**src/rtl/uart_cmd_ctrl_if.sv**
```systemverilog
// UART-side handshake bundle for uart_cmd_ctrl: the received byte strobe and the ACK transmit handshake.
interface uart_cmd_ctrl_if;
    logic [7:0] rx_byte;
    logic       rx_valid;
    logic [7:0] tx_byte;
    logic       tx_valid;
    logic       tx_ready;

    modport master (output rx_byte, output rx_valid, input tx_byte, input tx_valid, output tx_ready);
    modport slave  (input rx_byte, input rx_valid, output tx_byte, output tx_valid, input tx_ready);
endinterface

```
**src/rtl/uart_cmd_ctrl.sv**
```systemverilog
// Collects 5-byte UART command frames (HDR CMD ARG_H ARG_L CHK) and applies them to the ADC config.
// Optional ACK byte back to the UART when UART_CMD_ACK_EN is defined.
module uart_cmd_ctrl #(
    parameter int          TIMEOUT_CYC = 50000,
    parameter logic [15:0] DIV_RST     = 16'd100,
    parameter logic [7:0]  HDR_BYTE    = 8'hA5
) (
    input  logic              RST_clk,
    input  logic              RST,
    uart_cmd_ctrl_if.slave    bus,
    output logic              adc_run,
    output logic [15:0]       adc_div,
    output logic [2:0]        adc_ch,
    output logic              cmd_ok,
    output logic              cmd_err,
    output logic [2:0]        err_code
);
    localparam int CW = $clog2(TIMEOUT_CYC) + 1;
    localparam logic [CW-1:0] TO_LAST = CW'(TIMEOUT_CYC - 1);

`ifdef UART_CMD_ACK_EN
    typedef enum logic [2:0] {IDLE, S_CMD, S_ARGH, S_ARGL, S_CHK, S_ACK} state_t;
`else
    typedef enum logic [2:0] {IDLE, S_CMD, S_ARGH, S_ARGL, S_CHK} state_t;
`endif

    state_t        state_q, state_d;
    logic [7:0]    cmd_q, cmd_d, argh_q, argh_d, argl_q, argl_d;
    logic          run_q, run_d;
    logic [15:0]   div_q, div_d;
    logic [2:0]    ch_q, ch_d;
    logic          ok_q, ok_d, err_q, err_d;
    logic [2:0]    code_q, code_d;
    logic [CW-1:0] cnt_q, cnt_d;
    logic [15:0]   arg_w;
    logic          timeout_w;
`ifdef UART_CMD_ACK_EN
    logic          txv_q, txv_d;
    logic [7:0]    txb_q, txb_d;
`endif

    assign arg_w = {argh_q, argl_q};

    // The ACK state is exempt: the host is waiting on us, not the other way round.
`ifdef UART_CMD_ACK_EN
    assign timeout_w = !bus.rx_valid && state_q != IDLE && state_q != S_ACK && cnt_q == TO_LAST;
`else
    assign timeout_w = !bus.rx_valid && state_q != IDLE && cnt_q == TO_LAST;
`endif

    always_comb begin
        state_d = state_q;
        cmd_d   = cmd_q;
        argh_d  = argh_q;
        argl_d  = argl_q;
        run_d   = run_q;
        div_d   = div_q;
        ch_d    = ch_q;
        ok_d    = 1'b0;
        err_d   = 1'b0;
        code_d  = code_q;
`ifdef UART_CMD_ACK_EN
        txv_d   = txv_q;
        txb_d   = txb_q;
`endif
        if (bus.rx_valid || state_q == IDLE) cnt_d = '0;
        else                                 cnt_d = cnt_q + CW'(1);

        case (state_q)
            IDLE:   if (bus.rx_valid && bus.rx_byte == HDR_BYTE) state_d = S_CMD;
            S_CMD:  if (bus.rx_valid) begin cmd_d  = bus.rx_byte; state_d = S_ARGH; end
            S_ARGH: if (bus.rx_valid) begin argh_d = bus.rx_byte; state_d = S_ARGL; end
            S_ARGL: if (bus.rx_valid) begin argl_d = bus.rx_byte; state_d = S_CHK;  end
            S_CHK: if (bus.rx_valid) begin
                if (bus.rx_byte != (cmd_q ^ argh_q ^ argl_q)) begin
                    err_d  = 1'b1;
                    code_d = 3'd1;
                end else begin
                    ok_d = 1'b1;
                    case (cmd_q)
                        8'h01:   run_d = 1'b1;
                        8'h02:   run_d = 1'b0;
                        8'h03:   div_d = (arg_w == 16'd0) ? 16'd1 : arg_w;
                        8'h04:   ch_d  = argl_q[2:0];
                        default: begin ok_d = 1'b0; err_d = 1'b1; code_d = 3'd3; end
                    endcase
                end
`ifdef UART_CMD_ACK_EN
                state_d = S_ACK;
                txv_d   = 1'b1;
                txb_d   = ok_d ? 8'h06 : 8'h15;
`else
                state_d = IDLE;
`endif
            end
`ifdef UART_CMD_ACK_EN
            S_ACK: begin
                if (bus.rx_valid) begin
                    err_d  = 1'b1;
                    code_d = 3'd4;
                end
                if (bus.tx_ready) begin
                    txv_d   = 1'b0;
                    state_d = IDLE;
                end
            end
`endif
            default: state_d = IDLE;
        endcase

        if (timeout_w) begin
            state_d = IDLE;
            err_d   = 1'b1;
            code_d  = 3'd2;
        end
    end

    always_ff @(posedge RST_clk or posedge RST) begin
        if (RST) begin
            state_q <= IDLE;
            cmd_q   <= '0;
            argh_q  <= '0;
            argl_q  <= '0;
            run_q   <= 1'b0;
            div_q   <= DIV_RST;
            ch_q    <= '0;
            ok_q    <= 1'b0;
            err_q   <= 1'b0;
            code_q  <= '0;
            cnt_q   <= '0;
`ifdef UART_CMD_ACK_EN
            txv_q   <= 1'b0;
            txb_q   <= '0;
`endif
        end else begin
            state_q <= state_d;
            cmd_q   <= cmd_d;
            argh_q  <= argh_d;
            argl_q  <= argl_d;
            run_q   <= run_d;
            div_q   <= div_d;
            ch_q    <= ch_d;
            ok_q    <= ok_d;
            err_q   <= err_d;
            code_q  <= code_d;
            cnt_q   <= cnt_d;
`ifdef UART_CMD_ACK_EN
            txv_q   <= txv_d;
            txb_q   <= txb_d;
`endif
        end
    end

    assign adc_run  = run_q;
    assign adc_div  = div_q;
    assign adc_ch   = ch_q;
    assign cmd_ok   = ok_q;
    assign cmd_err  = err_q;
    assign err_code = code_q;

`ifdef UART_CMD_ACK_EN
    assign bus.tx_valid = txv_q;
    assign bus.tx_byte  = txb_q;
`else
    logic unused_tx_ready;
    assign unused_tx_ready = bus.tx_ready;
    assign bus.tx_valid    = 1'b0;
    assign bus.tx_byte     = 8'h00;
`endif
endmodule

```
**src/flat_wrapper.sv**
```systemverilog
// flat-port wrapper written by rule: the top's interface ports become plain ports
module uart_cmd_ctrl_flat 
#(
    parameter int          TIMEOUT_CYC = 50000,
    parameter logic [15:0] DIV_RST     = 16'd100,
    parameter logic [7:0]  HDR_BYTE    = 8'hA5
)
  (RST_clk, RST, adc_run, adc_div, adc_ch, cmd_ok, cmd_err, err_code, bus_rx_byte, bus_rx_valid, bus_tx_byte, bus_tx_valid, bus_tx_ready);
  uart_cmd_ctrl_if bus_i ();
  input  logic RST_clk;
  input  logic RST;
  output logic adc_run;
  output logic [15:0] adc_div;
  output logic [2:0] adc_ch;
  output logic cmd_ok;
  output logic cmd_err;
  output logic [2:0] err_code;
  input wire logic [$bits(bus_i.rx_byte)-1:0] bus_rx_byte;
  input wire logic [$bits(bus_i.rx_valid)-1:0] bus_rx_valid;
  output wire logic [$bits(bus_i.tx_byte)-1:0] bus_tx_byte;
  output wire logic [$bits(bus_i.tx_valid)-1:0] bus_tx_valid;
  input wire logic [$bits(bus_i.tx_ready)-1:0] bus_tx_ready;
  assign bus_i.rx_byte = bus_rx_byte;
  assign bus_i.rx_valid = bus_rx_valid;
  assign bus_tx_byte = bus_i.tx_byte;
  assign bus_tx_valid = bus_i.tx_valid;
  assign bus_i.tx_ready = bus_tx_ready;
  uart_cmd_ctrl #(.TIMEOUT_CYC(TIMEOUT_CYC), .DIV_RST(DIV_RST), .HDR_BYTE(HDR_BYTE)) u_core (.RST_clk(RST_clk), .RST(RST), .bus(bus_i), .adc_run(adc_run), .adc_div(adc_div), .adc_ch(adc_ch), .cmd_ok(cmd_ok), .cmd_err(cmd_err), .err_code(err_code));
endmodule
```
**config.mk**
```make
export PLATFORM = sky130hd
export DESIGN_NAME = uart_cmd_ctrl_flat
export DESIGN_NICKNAME = d
export VERILOG_FILES = /design/src/rtl/uart_cmd_ctrl_if.sv /design/src/rtl/uart_cmd_ctrl.sv /design/src/flat_wrapper.sv
export SDC_FILE = /design/constraint.sdc
export NUM_CORES = 1
export LEC_CHECK = 0
export CORE_ASPECT_RATIO = 1.25
export CORE_MARGIN = 2
export CORE_UTILIZATION = 35
export CTS_CLUSTER_DIAMETER = 80
export DETAILED_ROUTE_END_ITERATION = 10
export PLACE_DENSITY = 0.55
export SYNTH_ARGS = -nofsm -noshare
export SYNTH_HDL_FRONTEND = slang
export SYNTH_SLANG_ARGS = --single-unit
```
**constraint.sdc**
```tcl
create_clock -name RST_clk -period 4.35 [get_ports RST_clk]
set_input_delay 0.6525 -clock RST_clk [delete_from_list [all_inputs] [get_ports RST_clk]]
set_output_delay 0.6525 -clock RST_clk [all_outputs]
set_load 0.02 [all_outputs]
```
==> flow_results.org, run 1 <==
** Die
- Once the floorplan was initialized, standard cells occupied 35.97% of the core.
- Core Area :: 9174 µm²
- The die is 90.84 µm wide.
- The die covers 10,220 µm².
- Ports :: 46
- The floorplan has 39 rows.
- Vertical extent of the die :: 112.6 µm

** Final layout
- Core utilization of the finished layout :: 43.93%
- Antenna Diode Count :: 0
- Area added between synthesis and finish :: 22.15%
- The post-route netlist has 23.81% of its cells at a drive strength greater than 1.
- Most common cell after layout, fill and taps aside :: sky130_fd_sc_hd__dfrtp_1
- At the end of the flow, the number of nets in the layout was ~320.
- In the layout the commonest cells are sky130_fd_sc_hd__dfrtp_1, sky130_fd_sc_hd__clkdlybuf4s50_1, sky130_fd_sc_hd__mux2_2.

** Yosys
- Total of warnings raised by yosys :: 0
- Total of flip-flops plus latches after synthesis :: between 60 and 70
- Of the synthesized area, sequential elements account for 51.69%.
- In the synthesized netlist the dominant register cell turns out to be sky130_fd_sc_hd__dfrtp_1.
- Of all flip-flops after synthesis, the portion carrying an async set or reset was 100.0%.
- Mapped Avg Cell Area :: 12.31 µm²
- Synthesis instantiated 41 different standard cells from the library.
- The cell area that synthesis handed to floorplanning was 3299 µm².
- Number of instances in the synthesized netlist :: 268
- Counting flops with a built-in enable in the synthesized netlist gives 0.

** STA
- Derived from the worst setup path, the maximum achievable clock frequency is 388.3 MHz.
- Setup repair after global routing left no endpoint under its margin.
- Setup violations remaining at the end of the flow were counted as 0.
- Final critical-path required period :: 2.575 ns
- Sum Neg Setup Slack :: 0 ns
- The final critical path takes up 59.21% of the cycle.
- Worst slew margin :: between 30 and 40%
- Final setup skew :: 0.007001 ns
- Setup slack closes at between 1.5 and 2 ns.
- Number of max-slew violations in the final report :: 0
- For the pin with the worst max-slew slack, the measured transition is around 0.94 ns.
- Final hold vios :: 0

** Hold path
- The min-delay analysis places its worst path in the category reg2reg.

** Critical path
- Worst Path Required :: 4.56 ns
- The worst setup path is launched from an input port.
- At the worst endpoint, the arrival time is 2.79 ns.
- Maximum fanout encountered on the critical timing path :: 16
- Critical Path Sink Type :: register
- Type of the setup path with the least slack :: in2reg

** Detailed routing
- Routed vias :: 2,120
- Summed over all layers, the routed wires come to 6.631 mm.
- The count of nets left with antenna violations once routing finished came out at 0.
- Using the TritonRoute via totals, the vias-per-cell ratio works out to 4.840.
- Router iterations before antenna repair :: 4
- After detailed routing, the average wire length per cell comes to about 15 µm.
- The detailed router finished its first iteration with 69 violations.
- After detailed routing, the number of remaining DRC violations is 0.

** CTS
- Number of buffers added by the clock tree synthesis step :: 9
- TritonCTS built the clock tree.
- Hold repair after CTS inserted 0 buffers.
- Clock tree root buffer cell :: sky130_fd_sc_hd__clkbuf_16
- Buffers inserted during post-CTS setup optimization :: 0
- The clock passes through at most 2 buffers.
- H-tree depth :: 3
- CTS saw just under 70 sinks.
- Clock Latency Late Sink :: 0.32 ns
- In this run, post-CTS repair resized a total of 0 instances.
- Clock-pin slew was measured on the worst setup and hold paths at 0.06 ns.

** Global routing
- Total routing resource utilization after global routing :: 14.08%
- Via count of the first global-routing pass :: roughly 2,200
- GR Overflow Total :: 0
- Grt met2 use :: 23.03%
- The initial antenna violation count is 0.
- Met3 Usage GRT :: about 4.0%
- Pin count of the biggest net entering global routing :: 45
- Met1 demand-to-capacity share in global routing :: 17.94%
- The first global-routing pass estimated 11.29 mm of wire.
- Busiest metal layer after global routing :: met2

** Pwr
- Combinational logic is responsible for approximately 27% of the overall power.
- Internal power component :: 1542 µW
- The design draws roughly 2300 µW.
- The clock network accounts for 30.7% of the total power.
- Peak supply drop :: about 240 µV
- In this run, flip-flops and latches consume 42.1% of the power.
- In this run switching power makes up 32.55% of total power.
- Net switching component of the power :: ~740 µW
- The analysis attributes to cell leakage a power of 0.001712 µW.
- Pwr/cell area :: 567.3 nW/µm²

** Flow run
- The tool flagged a number of max-cap violations equal to 0.

** Placement
- Total half-perimeter wirelength after legalization and detailed placement :: 4.694 mm
- Post-place setup slack :: 1.431 ns
- Routability-driven placement finished with a final weighted congestion of 0.7966.
- Port Buffer Count :: 34

** Outcome
- The run finished with clean final reports.
## synth_stat cells (all sizes together), types with 2 or more instances
master	number	area [µm²]
dfrtp	65	1627
mux2	42	510.5
xnor2	24	210.2
nor2	19	71.32
xor2	15	131.4
nand2	14	52.55
buf	11	95.09
nand3	8	40.04
nand4	8	50.05
nor3	8	62.56
a21oi	6	30.03
nor4	6	37.54
clkbuf	5	18.77
and3	3	20.02
and4	3	26.28
dfstp	3	78.83
inv	3	11.26
o21ai	3	15.01
nand4b	2	23.77
nor4b	2	30.03
nor4bb	2	20.02
o31ai	2	20.02
o41ai	2	17.52
or3	2	13.77
or4	2	18.77
## cell type report
| cell class | count | area, µm² |
|---|---|---|
| clock buffer | 11 | 232.7 |
| clock inverter | 5 | 53.80 |
| fill | 897 | 5144 |
| inverter | 4 | 15.01 |
| multi-input combinational | 189 | 1499 |
| sequential | 68 | 1705 |
| tap | 123 | 153.9 |
| timing repair buffer | 38 | 370.4 |
## power groups by stage
stage,sequential [µW],clock [µW],combinational (µW)
2_1_floorplan,903,0,526
3_3_place_gp,974,0,620
3_5_place_dp,979,0,629
4_1_cts,969,721,632
5_1_grt,994,747,692
6_report,963,703,621
## worst paths after layout
check,startpoint,to,slack (ns),depth (start not counted)
setup / recovery,bus_rx_byte[7],u_core.adc_div[14]$_DFFE_PP0P_,1.77,7
min in group asynchronous,RST,u_core.cnt_q[2]$_DFF_PP0_,0.69,2
setup reg to reg,u_core.cmd_q[4]$_DFFE_PP0P_,u_core.adc_div[14]$_DFFE_PP0P_,2.10,6
hold reg to reg,u_core.err_code[0]$_DFFE_PP0P_,u_core.err_code[0]$_DFFE_PP0P_,0.48,2
hold / removal,u_core.err_code[0]$_DFFE_PP0P_,u_core.err_code[0]$_DFFE_PP0P_,0.48,2
max in group asynchronous,RST,u_core.cmd_ok$_DFF_PP0_,2.71,3
## logic make-up (layout without fill, tap and decap cells)
family          after synthesis  count (layout)  synth area share (%)
simple gates                 83              83                 15.28
flops                        68              68                 51.69
mux                          42              42                 15.47
xor+xnor                     39              39                 10.35
buf+inv                      20              58                 3.906
compound gates               14              14                 2.806
fa+ha+maj                     1               1                0.3792
other cells                   1              10                0.1137
## registers in the layout (all words and copies together), names as in the netlist
name	cells
u_core.cmd_err	1
u_core.cnt_q	17
u_core.err_code	2
u_core.adc_ch	3
u_core.state_q	3
u_core.argh_q	8
u_core.argl_q	8
u_core.adc_run	1
u_core.adc_div	16
u_core.cmd_ok	1
u_core.cmd_q	8
## metal layers
layer | part of all wire, % | vias up
met3 | 3.4 | 10
met2 | 50 | 39
met4 | 2.0 | 0
li1 | - | 1016
met5 | 0 | -
met1 | 45 | 1055
## critical path: stages
cell	delay (ns)
sky130_fd_sc_hd__clkdlybuf4s50_1	0.58
sky130_fd_sc_hd__xnor2_1	0.17
sky130_fd_sc_hd__xnor2_1	0.17
sky130_fd_sc_hd__nand4_1	0.29
sky130_fd_sc_hd__nor3_4	0.25
sky130_fd_sc_hd__buf_4	0.30
sky130_fd_sc_hd__mux2_2	0.37
## stage by stage
| stage | cells | hold slack, ns | area (µm²) |
|---|---|---|---|
| after floorplan | 277 | 0.4679 | 3333 |
| after global placement | 422 | 0.4661 | 3744 |
| after detailed placement | 422 | 0.4719 | 3744 |
| after CTS | 438 | 0.4857 | 4030 |
| after global routing | 438 | 0.5283 | 4030 |
| final | 438 | 0.4757 | 4030 |
Note: power is estimated with default switching activity, not from simulation.
==> run 2: changes to the inputs <==
- clock period: 4.35 -> 2.4 ns (I/O delays scaled with it)
==> run 2 against run 1 <==
Global-route usage grew 0.56 points. Sequential power grew 82%. Total power grew 80%. Sequential share of layout area shrank 1.2 points. Wire length grew 2.9%. Final cell count grew 3.4%. Largest cell class unchanged. Largest power group unchanged.
==> flow_results.org, run 2 (same netlist as run 1, synthesis figures left out) <==
** Outcome
- The flow ran to the end, and the final reports show no timing, DRC or antenna violations.

** Critical path
- Along the worst path, the maximum fanout reaches 12.
- The worst setup path is captured at a register.
- STA puts the critical path data arrival time at 2.40 ns.
- For the worst setup path, the data required time is 2.61 ns.
- Critical Path Start Type :: register
- Measured in cells, the most critical reg-to-reg path has a length of 6.
- The endpoint identified for the worst register-to-register timing path is u_core.adc_div[13]$_DFFE_PP0P_.
- Flop2flop setup slack :: roughly 0.21 ns
- The setup path with the least slack is of type reg2reg.
- Worst R2R Start :: u_core.cmd_q[4]$_DFFE_PP0P_

** Final layout
- Layout Nets :: between 300 and 400
- Final instance area :: 4144 µm²
- Area added between synthesis and finish :: 25.60%
- The post-route netlist has 26.97% of its cells at a drive strength greater than 1.
- Most used cells in the layout excluding fill and tap cells :: sky130_fd_sc_hd__dfrtp_1, sky130_fd_sc_hd__clkdlybuf4s50_1, sky130_fd_sc_hd__mux2_2
- The library cell used most frequently in the layout, excluding fill and tap cells, is sky130_fd_sc_hd__dfrtp_1.
- The register with the most flip-flops in the layout has 17 of them.
- Largest reg by FF count :: u_core.cnt_q
- Antenna Diode Count :: 0
- Count of placed standard cells in the final layout, fillers left out :: 453

** Detailed routing
- In the final routed layout, each cell accounts on average for 15.07 µm.
- The final route contains 2,166 vias.
- The pre-antenna-repair detailed-routing pass consisted of 4 iterations.
- The detailed router finished its first iteration with 81 violations.
- Detailed-route vias per instance :: roughly 4.8
- Number of nets still failing antenna checks after routing :: 0
- Total routed wirelength :: 6.826 mm
- After detailed routing, the number of remaining DRC violations is 0.

** STA
- Setup total negative slack on the finished layout was measured at 0 ns.
- The final number of max-transition violations was 0.
- Final worst-path cycle share :: around nine tenths
- Timing would allow up to 456.1 MHz.
- Setup repair after global routing left no endpoint under its margin.
- Across the routed clock network, the largest skew measured is approximately 0.0052 ns.
- Setup violations remaining at the end of the flow were counted as 0.
- Worst slew margin :: about 68%
- Across all hold checks on the routed design, the worst slack comes to between 0.4 and 0.5 ns.
- At the pin with the least slew margin, the transition time is 0.4808 ns.
- Final critical-path required period :: 2.193 ns
- Final hold vios :: 0

** Placement
- Total half-perimeter wirelength after legalization and detailed placement :: 4.764 mm
- Routability-driven placement finished with a final weighted congestion of about 0.8.
- Input and output buffers added on the ports amount to 34.
- Post-Place Cell Area :: 3881 µm²
- Counting tap cells, the placed design contains a total of 437 instances.

** Die
- Vertical extent of the die :: 112.6 µm
- After floorplanning, the core was divided into 39 placement rows.
- The floorplan step set the die width to 90.84 µm.
- Once the floorplan was initialized, standard cells occupied 35.97% of the core.
- Ports :: 46
- Core Area :: around 9200 µm²
- Die footprint :: 10,220 µm²

** Global routing
- The via count of the first global-routing pass was 2,240.
- In the global route stage, met3 resource usage came out at approximately 3.4%.
- Pin count of the biggest net entering global routing :: 69
- Met1 demand-to-capacity share in global routing :: a little under a fifth
- Across every metal layer, demand over resource in global routing totals 14.65%.
- In this run the most used layer during global routing was met2.
- Number of antenna violations at the first check in global routing :: 0
- Global routing consumed, on the met2 layer, between 20% and 30% of the routing resources.
- Global-route wire length before repair :: 11.62 mm
- Summed over all layers, the global routing overflow is 0.

** CTS
- TritonCTS built the clock tree.
- Reg clk slew, reported paths :: 0.06 ns
- Buffers inserted to repair hold after CTS numbered 0.
- After clock tree synthesis, the setup repair step added 0 buffers.
- Clock tree root buffer cell :: sky130_fd_sc_hd__clkbuf_16
- The clock passes through at most 2 buffers.
- H-tree depth :: 3
- Clock Latency Late Sink :: between 0.3 and 0.4 ns
- The clock net in this run drives a total of 68 sinks.
- The number of gates resized after CTS was 0.
- Counting the buffers created by CTS gives 9.

** Pwr
- Internal power component :: 2750 µW
- Seq pwr share :: 42.4%
- Net switching share of the total power :: 33.26%
- Per report_power, the clock group accounts for between 20 and 30% of the total.
- In this run the power spent charging and discharging nets is between 1000 and 1500 µW.
- Peak supply drop :: 487.6 µV
- Power spread over the standard cell area amounts to 994.3 nW/µm².
- Static leakage :: 0.001774 µW
- Share of power burned in combinational logic :: 29.6%
- The completed layout was analyzed and its total power is 4120 µW.

** Hold path
- Worst Hold Class :: in2async

** Flow run
- Number of maximum-capacitance constraint violations :: 0
[run 2: cell count changes in the layout (fill, tap and decap cells not counted), sizes merged]
cell      before  now
clkbuf        11   12
bufinv         1    0
clkinvlp       0    1
clkinv         5    4
buf            4   19
[run 2: stage by stage]
| step | setup slack [ns] | util (%) |
|---|---|---|
| floorplan | 0.2494 | - |
| global placement | 0.03938 | 42.31 |
| detailed placement | 0.0008846 | 42.31 |
| CTS | 0.1797 | 45.17 |
| global route | 0.08926 | 45.17 |
| finish | 0.2074 | 45.17 |
[run 2: worst max-delay path, stage by stage, from the launching register on]
cell and delay [ns]:
sky130_fd_sc_hd__dfrtp_1 0.41, sky130_fd_sc_hd__or4_4 0.58, sky130_fd_sc_hd__nor3_4 0.21, sky130_fd_sc_hd__nand4b_2 0.15
sky130_fd_sc_hd__nor3_4 0.21, sky130_fd_sc_hd__buf_12 0.20, sky130_fd_sc_hd__mux2_2 0.33
[run 2: power by group through the flow]
stage / sequential, µW / clock, µW / combinational (µW)
6_report: 1750 / 1160 / 1220
5_1_grt: 1790 / 1260 / 1370
4_1_cts: 1750 / 1200 / 1230
3_5_place_dp: 1770 / 0 / 1220
3_3_place_gp: 1770 / 0 / 1200
2_1_floorplan: 1640 / 0 / 953
[run 2: area by class of cell]
type                            count  area, µm²
Fill cell                         897       5030
Sequential cell                    68       1705
Multi-Input combinational cell    189       1499
Timing Repair Buffer               53      508.0
Clock buffer                       12      236.5
Tap cell                          123      153.9
Clock inverter                      4      26.28
Inverter                            4      15.01
[run 2: worst max-delay path by stage]
stage                                     start                             end  slack (ns)  cells after the start
floorplan           u_core.cmd_q[4]$_DFFE_PP0P_   u_core.adc_div[0]$_DFFE_PP0P_        0.25                      6
global placement                 bus_rx_byte[5]  u_core.adc_div[14]$_DFFE_PP0P_        0.04                      7
detailed placement               bus_rx_byte[5]  u_core.adc_div[13]$_DFFE_PP0P_      0.0009                      7
CTS                 u_core.cmd_q[4]$_DFFE_PP0P_  u_core.adc_div[13]$_DFFE_PP0P_        0.18                      6
global route        u_core.cmd_q[4]$_DFFE_PP0P_  u_core.adc_div[14]$_DFFE_PP0P_        0.09                      6
finish              u_core.cmd_q[4]$_DFFE_PP0P_  u_core.adc_div[13]$_DFFE_PP0P_        0.21                      6
[run 2: per-layer routing]
layer,wire (µm),share of wire (%),vias up
li1,-,-,1047
met1,3027,44,1065
met2,3365,49,41
met3,244,3.6,13
met4,189,2.8,0
met5,0,0,-
==> variant 1: new RTL, settings of run 2 <==
The output `cmd_err` loses its register stage (`err_q` becomes a continuous assignment).
--- a/src/rtl/uart_cmd_ctrl.sv
+++ b/src/rtl/uart_cmd_ctrl.sv
@@ -126,5 +126,4 @@
             ch_q    <= '0;
             ok_q    <= 1'b0;
-            err_q   <= 1'b0;
             code_q  <= '0;
             cnt_q   <= '0;
@@ -142,5 +141,4 @@
             ch_q    <= ch_d;
             ok_q    <= ok_d;
-            err_q   <= err_d;
             code_q  <= code_d;
             cnt_q   <= cnt_d;
@@ -151,4 +149,6 @@
         end
     end
+
+    assign err_q = err_d;
 
     assign adc_run  = run_q;
Function: changed (a bounded check fails within 10 cycles, from zero or initial values and one cycle with RST high).
==> variant 1 against run 2 <==
Largest cell class unchanged. Worst setup slack got worse by 0.27 ns. Area after synthesis fell by 0.76%. Sequential cell count fell by 1. Total power rose by 16%. The flow now finishes with violations (setup timing). Critical path depth fell by 1. Design area rose by 8.7%. Highest routed layer unchanged. Synthesized cell count fell by 0.37%. Register-to-register slack got worse by 0.06 ns. Routed wire length rose by 5.8%.
==> variant 1: results (changes against run 2) <==
Xor/xnor share of the synthesized area: 10.4% (about the same)
Compound-Gate Fraction of Synth Area: 2.83% (was 2.81%)
Post-Place Setup Slack: -0.379 ns (was 0.000885 ns)
All-Layer GR Usage: 15.5% (was 14.6%)
1st-iter DRT viols: 49 (was 81)
Status: complete, but fails checks (was complete, no violations)
CP Max Fanout: 2 (was 12)
Largest net degree at the start of global routing: 68 (was 69)
Final Skew: 0.00712 ns (was 0.00519 ns)
Sw Ratio: 30.5% (was 33.3%)
R2R Path Start: u_core.cmd_q[4] (unchanged)
Pleak: 1.99 nW (was 1.77 nW)
Layout Nets: 372 (was 338)
Routed wire per std cell: 14.8 um (was 15.1 um)
Relative slew slack: 62.5% (was 67.5%)
Sum Neg Setup Slack: -0.0637 ns (was 0 ns)
Vias in the first global route: 2457 (was 2240)
Via count: 2284 (was 2166)
WHS: 0.424 ns (was 0.421 ns)
Fraction of layout cells with a size suffix above 1: 35.7% (was 27.0%)
# setup viols final: 1 (was 0)
Most frequent cells after synthesis: dfrtp_1, mux2_2, xnor2_1 (unchanged)
Multiplexer area fraction after synthesis: 15.6% (was 15.5%)
Most area-consuming cells after synthesis: dfrtp_1, mux2_2, xnor2_1, mux2_4, xor2_1 (unchanged)
VDD IR max: 0.000650 V (was 0.000488 V)
Post-DP HPWL: 5160 um (was 4760 um)
Failing checks: setup timing
Setup WS post-layout: -0.0637 ns (was 0.207 ns)
R2R depth: 7 (was 6)
Number of fill cells: 858 (was 897)
## variant 1: stage by stage
stage	power (W)	std cells	cell area, um^2
floorplan	0.00257	276	3310
global placement	0.00324	471	4120
global route	0.00508	487	4500
finish	0.00477	487	4500
detailed placement	0.00326	471	4120
CTS	0.00483	487	4500
## variant 1: logic make-up (layout without fill, tap and decap cells)
group                    count (synthesis)  after routing
flip-flops                              67             67
XOR/XNOR                                39             39
other                                    1             10
adder cells (fa/ha/maj)                  1              1
multiplexers                            42             42
buffers and inverters                   20            108
AO/OA/AOI/OAI                           14             14
AND/OR/NAND/NOR                         83             83
## variant 1: worst max-delay path: stages, from the launching register on
cell     delay (ns)
dfrtp_1        0.38
or4_4          0.53
or3_4          0.36
o31ai_4        0.27
nand2_1        0.08
buf_2          0.16
## variant 1: repair_timing
action / CTS / global route
pin swaps: 1 / 2
resized for setup: 10 / 1
setup endpoints to repair: 1 / 3
## variant 1: worst max path at each step
stage	cells past startpoint	from	slack, ns	to
2_1_floorplan	4	u_core.cmd_q[4]	0.19	cmd_err
3_3_place_gp	7	bus_rx_byte[5]	-0.39	cmd_err
3_5_place_dp	7	bus_rx_byte[5]	-0.38	cmd_err
4_1_cts	5	u_core.cmd_q[4]	-0.01	cmd_err
5_1_grt	5	u_core.cmd_q[4]	-0.14	cmd_err
6_report	5	u_core.cmd_q[4]	-0.06	cmd_err
## variant 1: cell type report
cell class                 count  area [um^2]  share of cell area [%]
inverter                       4         15.0                   0.333
timing repair buffer          88          766                    17.0
clock inverter                 4         98.8                    2.20
tap                          123          154                    3.42
sequential                    67         1680                    37.3
multi-input combinational    189         1540                    34.3
clock buffer                  12          246                    5.47
## variant 1: power groups by stage
| stage | Clock, W | Combinational [W] | Sequential [W] |
|---|---|---|---|
| after floorplan | 0 | 0.000954 | 0.00162 |
| after detailed placement | 0 | 0.00167 | 0.00159 |
| after global placement | 0 | 0.00165 | 0.00159 |
| after global routing | 0.00160 | 0.00187 | 0.00161 |
| after CTS | 0.00154 | 0.00171 | 0.00158 |
| final | 0.00151 | 0.00169 | 0.00157 |
## variant 1: per-layer routing
layer / up-vias / track usage (%) / wire length (um)
met3: 16 / 4.56 / 248
li1: 1107 / - / -
met4: 0 / 6.77 / 240
met1: 1126 / 18.7 / 3030
met2: 35 / 25.9 / 3700
met5: - / 0 / 0
==> variant 2: new RTL, config.mk and constraints of run 2 <==
Without the edit above. Build with the macro `UART_CMD_ACK_EN` defined.
--- a/src/rtl/uart_cmd_ctrl.sv
+++ b/src/rtl/uart_cmd_ctrl.sv
@@ -1,4 +1,6 @@
 // Collects 5-byte UART command frames (HDR CMD ARG_H ARG_L CHK) and applies them to the ADC config.
 // Optional ACK byte back to the UART when UART_CMD_ACK_EN is defined.
+`define UART_CMD_ACK_EN
+
 module uart_cmd_ctrl #(
     parameter int          TIMEOUT_CYC = 50000,
Check against the original RTL: not equivalent (Yosys sat finds a counterexample within 10 cycles, from zero or initial values and one cycle with RST high).
==> variant 2 against run 2 <==
Area after synthesis rose by 7.7%. Design area up 9.5%. Critical path depth decreased by 1. Largest power group unchanged. Routed wire length is 11% higher. Critical path type unchanged. Synthesized cell count rose by 13%. Total power grew 16%. Worst setup slack improved by 0.069 ns. Sequential cell count up 5. Sequential power rose by 9%.
==> variant 2: results (changes against run 2) <==
Non-clk invs: 5 (was 4)
Multi-input combinational cell count: 213 (was 189)
First-pass GRT wire length: 12800 um (was 11600 um)
1st-iter DRT viols: 98 (was 81)
Layout clock area frac: 6.50% (was 6.34%)
Non-clock buffer count in the final layout: 63 (was 53)
Biggest cell delay along the critical path: 0.62 ns (was 0.58 ns)
Post-Place Setup Slack: 0.0790 ns (was 0.000885 ns)
Status: complete, no violations (unchanged)
Final cell count without fillers: 499 (was 453)
Syn Inst Count: 303 (was 268)
Placed Cells incl. Taps: 483 (was 437)
Critical path arrival: 2.34 ns (was 2.40 ns)
Post-DP HPWL: 5620 um (was 4760 um)
Fraction of layout cells with a size suffix above 1: 25.1% (was 27.0%)
Worst R2R Setup Slack: 0.28 ns (was 0.21 ns)
Footprint of the multi-input gates: 1630 um^2 (was 1500 um^2)
Final GP Congestion: 0.868 (was 0.800)
VDD IR max: 0.000462 V (was 0.000488 V)
Via count: 2473 (was 2166)
CP max-delay cell: or4_1 (was or4_4)
Register area share after synthesis: 51.5% (was 51.7%)
R2R depth: 5 (was 6)
Met3 Use GR: 3.81% (was 3.42%)
Buffering overhead: 13.2% (was 12.3%)
Most frequent cells after synthesis: dfrtp_1, mux2_2, nor2_1 (was dfrtp_1, mux2_2, xnor2_1)
M1 wire length: 3320 um (was 3030 um)
WL met3: 310 um (was 244 um)
Synth-to-Final Area Change: 27.7% (was 25.6%)
DP Area: 4240 um^2 (was 3880 um^2)
-- variant 2: cell types whose count changed in the layout (fill, tap and decap cells not counted), moves of 3 or more --
cell and change:
nor2b_1 +3, clkdlybuf4s50_1 +7, conb_1 -6, clkbuf_1 -3, nand2b_1 +3, and2_1 +3, nor2_1 +6, nand4_1 -3
dfrtp_1 +5, o21ai_0 +3, buf_4 +3
-- variant 2: kinds of logic (layout without fill, tap and decap cells) --
kind of cell,Yosys count,after routing,share of synthesized area (%)
AO/OA/AOI/OAI,28,28,5.11
flip-flops,73,73,51.5
buffers and inverters,20,84,2.85
other,1,4,0.106
AND/OR/NAND/NOR,100,100,16.3
multiplexers,42,42,14.4
adder cells (fa/ha/maj),1,1,0.352
XOR/XNOR,38,38,9.37
-- variant 2: where the power goes --
part | total [W] | internal [W] | leakage [nW] | switching (W)
Clock | 0.00132 | 0.000804 | 0.146 | 0.000517
Combinational | 0.00154 | 0.000814 | 0.858 | 0.000730
Sequential | 0.00190 | 0.00153 | 0.941 | 0.000375
